--- src/rtl/fetch_unit.sv ---
// Instruction fetch stage: owns the PC, issues in-order imem requests under a
// 3-credit limit, and buffers returned {pc, inst} pairs for the IF/ID register.
module fetch_unit #(
  parameter int                    DATA_WIDTH = 32,
  parameter logic [DATA_WIDTH-1:0] RESET_PC   = '0
) (
  input  logic                  clk_i,
  input  logic                  rst_i,
  output logic                  imem_req_o,
  output logic [DATA_WIDTH-1:0] imem_addr_o,
  input  logic                  imem_gnt_i,
  input  logic                  imem_rvalid_i,
  input  logic [DATA_WIDTH-1:0] imem_rdata_i,
  input  logic                  redirect_i,
  input  logic [DATA_WIDTH-1:0] redirect_pc_i,
  input  logic                  en_i,
  output logic                  valid_o,
  output logic [DATA_WIDTH-1:0] pc_o,
  output logic [DATA_WIDTH-1:0] inst_o
);

  localparam int                    DEPTH    = 3;
  localparam logic [DATA_WIDTH-1:0] NOP_INST = DATA_WIDTH'(32'h0000_0013);

  logic [DATA_WIDTH-1:0] pc_q, pc_d;
  logic [1:0]            out_cnt_q, out_cnt_d;
  logic [1:0]            drop_cnt_q, drop_cnt_d;
  logic [1:0]            q_cnt_q, q_cnt_d;
  logic [1:0]            pend_wr_q, pend_wr_d, pend_rd_q, pend_rd_d;
  logic [1:0]            oq_wr_q, oq_wr_d, oq_rd_q, oq_rd_d;

  logic [DATA_WIDTH-1:0] pend_pc_q [DEPTH];
  logic [DATA_WIDTH-1:0] oq_pc_q   [DEPTH];
  logic [DATA_WIDTH-1:0] oq_inst_q [DEPTH];

  logic rsp, drop, gnt, push, pop;

  function automatic logic [1:0] ptr_inc(input logic [1:0] p);
    return (p == 2'd2) ? 2'd0 : p + 2'd1;
  endfunction

  always_comb begin
    // NOTE: every signal driven in this block gets a value on every path, so no latches are inferred.
    rsp         = imem_rvalid_i && (out_cnt_q != 2'd0);
    drop        = rsp && (drop_cnt_q != 2'd0);
    // Outstanding requests plus buffered entries never exceed the queue depth.
    imem_req_o  = !rst_i && !redirect_i && ((3'(out_cnt_q) + 3'(q_cnt_q)) < 3'd3);
    imem_addr_o = pc_q;
    gnt         = imem_req_o && imem_gnt_i;
    valid_o     = (q_cnt_q != 2'd0);
    push        = rsp && !drop && !redirect_i;
    pop         = valid_o && en_i && !redirect_i;
    pc_o        = valid_o ? oq_pc_q[oq_rd_q]   : '0;
    inst_o      = valid_o ? oq_inst_q[oq_rd_q] : NOP_INST;

    pc_d        = pc_q;
    if (redirect_i)
      pc_d = {redirect_pc_i[DATA_WIDTH-1:2], 2'b00};
    else if (gnt)
      pc_d = pc_q + DATA_WIDTH'(4);

    out_cnt_d   = out_cnt_q + 2'(gnt) - 2'(rsp);
    // A redirect condemns every request still in flight after this cycle.
    drop_cnt_d  = redirect_i ? (out_cnt_q - 2'(rsp)) : (drop_cnt_q - 2'(drop));
    pend_wr_d   = gnt ? ptr_inc(pend_wr_q) : pend_wr_q;
    pend_rd_d   = rsp ? ptr_inc(pend_rd_q) : pend_rd_q;

    oq_wr_d     = push ? ptr_inc(oq_wr_q) : oq_wr_q;
    oq_rd_d     = pop  ? ptr_inc(oq_rd_q) : oq_rd_q;
    q_cnt_d     = q_cnt_q + 2'(push) - 2'(pop);
    if (redirect_i) begin
      oq_wr_d = 2'd0;
      oq_rd_d = 2'd0;
      q_cnt_d = 2'd0;
    end
  end

  always_ff @(posedge clk_i or posedge rst_i) begin
    if (rst_i) begin
      pc_q       <= RESET_PC;
      out_cnt_q  <= 2'd0;
      drop_cnt_q <= 2'd0;
      q_cnt_q    <= 2'd0;
      pend_wr_q  <= 2'd0;
      pend_rd_q  <= 2'd0;
      oq_wr_q    <= 2'd0;
      oq_rd_q    <= 2'd0;
    end else begin
      // NOTE: non-blocking assignments so every flop samples the pre-edge values computed above.
      pc_q       <= pc_d;
      out_cnt_q  <= out_cnt_d;
      drop_cnt_q <= drop_cnt_d;
      q_cnt_q    <= q_cnt_d;
      pend_wr_q  <= pend_wr_d;
      pend_rd_q  <= pend_rd_d;
      oq_wr_q    <= oq_wr_d;
      oq_rd_q    <= oq_rd_d;
    end
  end

  // NOTE: storage arrays are not reset; the pointers and counts alone decide which entries are live.
  always_ff @(posedge clk_i) begin
    if (gnt)
      pend_pc_q[pend_wr_q] <= pc_q;
    if (push) begin
      oq_pc_q[oq_wr_q]   <= pend_pc_q[pend_rd_q];
      oq_inst_q[oq_wr_q] <= imem_rdata_i;
    end
  end

  rvalid_needs_outstanding: assert property (
    @(posedge clk_i) disable iff (rst_i) !(imem_rvalid_i && (out_cnt_q == 2'd0))
  );

endmodule

--- config.mk ---
export PLATFORM = sky130hd
export DESIGN_NAME = fetch_unit
export DESIGN_NICKNAME = d
export VERILOG_FILES = /design/src/rtl/fetch_unit.sv
export SDC_FILE = /design/constraint.sdc
export NUM_CORES = 1
export LEC_CHECK = 0
export CAP_MARGIN = 30
export CORE_ASPECT_RATIO = 2
export CORE_MARGIN = 1.5
export CORE_UTILIZATION = 60
export CTS_BUF_LIST = sky130_fd_sc_hd__clkbuf_2
export DETAILED_ROUTE_END_ITERATION = 16
export PLACE_DENSITY = 0.91
export SETUP_SLACK_MARGIN = 0.3
export SLEW_MARGIN = 0
export SYNTH_ARGS = -nofsm -noshare
export SYNTH_HDL_FRONTEND = slang
export SYNTH_SLANG_ARGS = --single-unit
--- constraint.sdc ---
create_clock -name clk_i -period 9.6 [get_ports clk_i]
set_input_delay 0.96 -clock clk_i [delete_from_list [all_inputs] [get_ports clk_i]]
set_output_delay 0.96 -clock clk_i [all_outputs]
set_load 0.02 [all_outputs]
**Yosys cells after proc, flatten, opt, wreduce, memory -nomap -nowiden**

Memories as Yosys holds them, arrays and structs flattened.
Index checks and enable logic that the tools add are counted.

- Register bits: 46
- Bits in writable memories: 288
- Input bits: 70
- Output and inout port bits: 98
- Word-level logic and storage cells: 64
- Memories kept: 3

- Add/subtract/negate cells: 12
- $lt $le $gt $ge: 1
- Equal/unequal tests: 4
- Muxes and demuxes: 18
- Reductions and logical operators: 18

Memories:

| memory | words | width | read ports | clocked after Yosys merged registers in | write ports | line | text |
|---|---|---|---|---|---|---|---|
| oq_inst_q | 3 | 32 | 1 | 0 | 1 | 34 | `logic [DATA_WIDTH-1:0] oq_inst_q [DEPTH];` |
| oq_pc_q | 3 | 32 | 1 | 0 | 1 | 33 | `logic [DATA_WIDTH-1:0] oq_pc_q [DEPTH];` |
| pend_pc_q | 3 | 32 | 1 | 0 | 1 | 32 | `logic [DATA_WIDTH-1:0] pend_pc_q [DEPTH];` |

Operator list:

| cell | count |
|---|---|
| 32-bit two-way mux | 4 |
| 32-bit by 3-bit adder with 32-bit output, second input constant | 1 |
| 2-bit two-way mux | 10 |
| 2-bit nonzero test | 6 |
| 1-bit logical AND | 9 |
| 2-bit by 1-bit adder with 2-bit output, second input constant | 4 |
| 2-bit equality test, second input constant | 4 |
| 2-bit by 1-bit subtractor with 2-bit output | 4 |
| 2-bit by 1-bit adder with 2-bit output | 2 |
| 1-bit two-way mux | 4 |
| 2-bit by 2-bit adder with 3-bit output | 1 |
| 1-bit logical NOT | 3 |
| 3-bit by 2-bit < comparator with 1-bit output, second input constant | 1 |

**Longest topological paths before layout**

- Depth after elaboration: 9
- Depth in mapped cells: 12
- Depth with buffers taken out: 10

**Worst setup path before layout**

OpenSTA, ideal clock, no wires.

- Kind: input to register
- Start: in redirect_i
- End: mem oq_inst_q[2][0], enable pin
- Library setup time: 571 ps
- Arrival: 6234 ps
- Required time: 9029 ps
- Slack: 2795 ps
- Stages: 5
- Path buffers: 2
- Cells stage by stage: buf_2 -> inv_1 -> clkbuf_1 -> nand3_1 -> nor3b_1

- Cells in the longest elaborated chain, start to end: 4

RTL lines:

| item | line | text |
|---|---|---|
| start: declaration | 14 | `input logic redirect_i,` |
| 1-bit logical NOT | 51 | `push = rsp && !drop && !redirect_i;` |
| 1-bit logical AND | 51 |  |
| 1-bit two-way mux | 105 | `if (push) begin` |
| 1-bit two-way mux (not written as such) | 107 | `oq_inst_q[oq_wr_q] <= imem_rdata_i;` |
| end: declaration | 34 |  |

No other way between the ends.

**Final worst setup path**

- Start: reg oq_rd_q[0]
- End: out pc_o[19]

- Cells in the longest elaborated chain, start to end: 2

RTL lines:

| item | line | text |
|---|---|---|
| start: declaration | 30 | `logic [1:0] oq_wr_q, oq_wr_d, oq_rd_q, oq_rd_d;` |
| start signal: assignment | 97 | `oq_rd_q <= oq_rd_d;` |
| memory read 3 x 32 bit | -- |  |
| 32-bit two-way mux | 53 | `pc_o = valid_o ? oq_pc_q[oq_rd_q] : '0;` |
| end: declaration | 18 | `output logic [DATA_WIDTH-1:0] pc_o,` |

No other way between the ends.

==> results.yml <==
setup_path:
  end_kind: "primary output"
  path_buf_inv: 2
  cp-start-kind: "flip-flop"
  worst-setup-path-type: "flip-flop to primary output"
  cp_max_fo: 44
  crit_top_cell: "nor2_1"
  cp_slowest_cell: "buf_4"
  required_ns: 8.64
  path_cells: "buf_4 -> mux2i_1 -> nor2_1 -> a21oi_1 -> nor2_1 -> clkdlybuf4s50_1"
  critPathTopFamily: "buffers and inverters"
  critPathMaxStageDelay_ns: 0.69
  arrival_ns: 3.57
synthesis:
  ys_seq_area_share_pct: 72.2
  synthArstFlopShare_pct: 13.8
  synth-seq-cells: 320
  synth-main-ff-cell: "edfxtp_1"
  yosys_warnings: 0
  synth_edf_count: 276
  synth_cells: 940
  syn_area_um2: 13000
  avgSynthCellArea_um2: 13.8
  ys_types: 46
timing:
  whs_ns: 0.402
  tns_ns: 0
  fin_crit_ns: 4.53
  fin_skew_ns: 0.0585
  fin_crit_sh_pct: 47.2
  hold_violations: 0
  final_max_slew_viol_count: 0
  setup_viol: 0
  maxSlewHeadroom_pct: 40.5
  max_clock_freq_mhz: 221
  worstMarginPinSlew_ns: 0.893
  rsz0062_at_grt: "false"
die:
  pin_count: 168
  die-width_um: 107
  rows: 76
  start_util_pct: 60.7
  coreArea_um2: 21400
  die_y_um: 211
  dieArea_um2: 22600
min_path:
  hold_path.class: "input pin to async pin"
outcome:
  outcome: "finished clean"
cells_and_area:
  fill_cells: 1348
  layout_commonest_cell: "edfxtp_1"
  area_growth_pct: 19.8
  nets: 1207
  final_cell_mix: "276 x edfxtp_1, 161 x clkdlybuf4s50_1, 144 x nor2_1"
  drive_above_1_share_pct: 10.7
grt:
  grt_use_total_pct: 22.8
  grt_pass1_vias: 8213
  grt_pass1_wl_um: 40000
  grt_antenna_before_repair: 1
  overflow: 0
  grt_max_degree: 79
power:
  leakage_nw: 5.47
  powerDensity_nw_per_um2: 222
  ir_worst_vdd_uv: 175
drt:
  dr.pass1.iters: 5
  drc_errors: 0
  vias_per_cell: 5.67
  wl_per_cell_um: 17.5
  drt_iter0_markers: 471
  num_vias: 8245
  postRouteAntennaNets: 0
  wl_um: 25400
clock_tree:
  clk_pin_slew_ns: 0.12
  cts_sinks: 320
  cts_max_level: 2
  max-clock-path-buffers: 3
  postCtsSetupRepairBufs: 0
  cts.hold.buffers_added: 0
  cts_buffers: 61
  cts_tree: "built"
  cts-root-buf: "clkbuf_2"
  clkLatencyLatePin_ns: 0.90
  cts_resized: 0
flow_run:
  maxCapViolations: 0
placement:
  dp_hpwl_um: 16100
  io_buffers: 161
  gp_congestion: 0.872
==> cell usage after synthesis (all sizes together) (9+ instances only) <==
cell      n  share of area (%)
nand4    13               0.67
dfrtp    44                8.5
inv      12               0.37
o211ai    9               0.56
mux2i    93                7.2
nand2    70                2.0
nand3    18               0.73
clkbuf   37                1.1
edfxtp  276                 64
a21oi    70                2.7
nor2    145                4.2
o21ai    48                1.8
buf      17               0.72
nor3      9               0.35
==> routing by layer <==
| metal | part of all wire, % | GRT usage (%) |
|---|---|---|
| met1 | 35 | 24.0 |
| met2 | 55 | 42.9 |
| met3 | 5.1 | 2.96 |
| met4 | 4.5 | 12.5 |
| met5 | 0 | 0 |
==> power breakdown <==
part	internal, mW	leakage [nW]	total [mW]	switching [mW]
registers	1.68	3.04	1.79	0.106
logic	0.340	1.97	0.804	0.464
clock network	0.368	0.462	0.854	0.486
total	2.39	5.47	3.45	1.06
==> worst paths after layout <==
kind                       slack (ns)    startpoint               end  cells after the start
max                              5.07    oq_rd_q[0]          pc_o[19]                      6
min                              0.40         rst_i    imem_addr_o[2]                      2
max reg2reg                      6.07  out_cnt_q[0]  pend_pc_q[0][28]                      8
min reg2reg                      0.59  pend_wr_q[0]      pend_wr_q[0]                      1
max in group asynchronous        8.35         rst_i        oq_rd_q[1]                      3
min in group clk_i               0.59  pend_wr_q[0]      pend_wr_q[0]                      1
==> final cells by class <==
cell class	count	area (um2)	area share (%)
diodes	1	2.50	0.0161
clock buffers	79	395	2.54
clock inverters	37	282	1.81
inverters	12	47.5	0.305
multi-input cells	557	3380	21.7
flip-flops and latches	320	9400	60.4
well taps	273	342	2.19
repair buffers	176	1720	11.1
==> kinds of logic (layout without fill, tap and decap cells) <==
logic type | after synthesis | count (layout) | share of synthesized area, %
compound gates | 154 | 154 | 6.95
xor+xnor | 10 | 10 | 0.674
fa+ha+maj | 9 | 9 | 0.924
buf+inv | 66 | 304 | 2.16
flops | 320 | 320 | 72.2
mux | 97 | 97 | 7.51
other cells | 1 | 5 | 0.0289
simple gates | 283 | 283 | 9.52
==> per-stage QoR <==
stage	std cells	total power, mW	utilization (%)	setup slack [ns]	area [um2]
global route	1455	3.62	72.8	4.93	15600
floorplan	943	2.31	-	2.79	13000
detailed placement	1338	2.63	69.6	5.63	14900
global placement	1337	2.59	69.5	5.70	14900
finish	1455	3.45	72.8	5.07	15600
CTS	1454	3.47	72.7	5.01	15600
==> state kept, by name, indices dropped and copies added, names as in the netlist, 30 cells and up <==
| signal | flops |
|---|---|
| oq_inst_q | 96 |
| oq_pc_q | 90 |
| pend_pc_q | 90 |
| imem_addr_o | 30 |
Note: power is estimated with default switching activity, not from simulation.
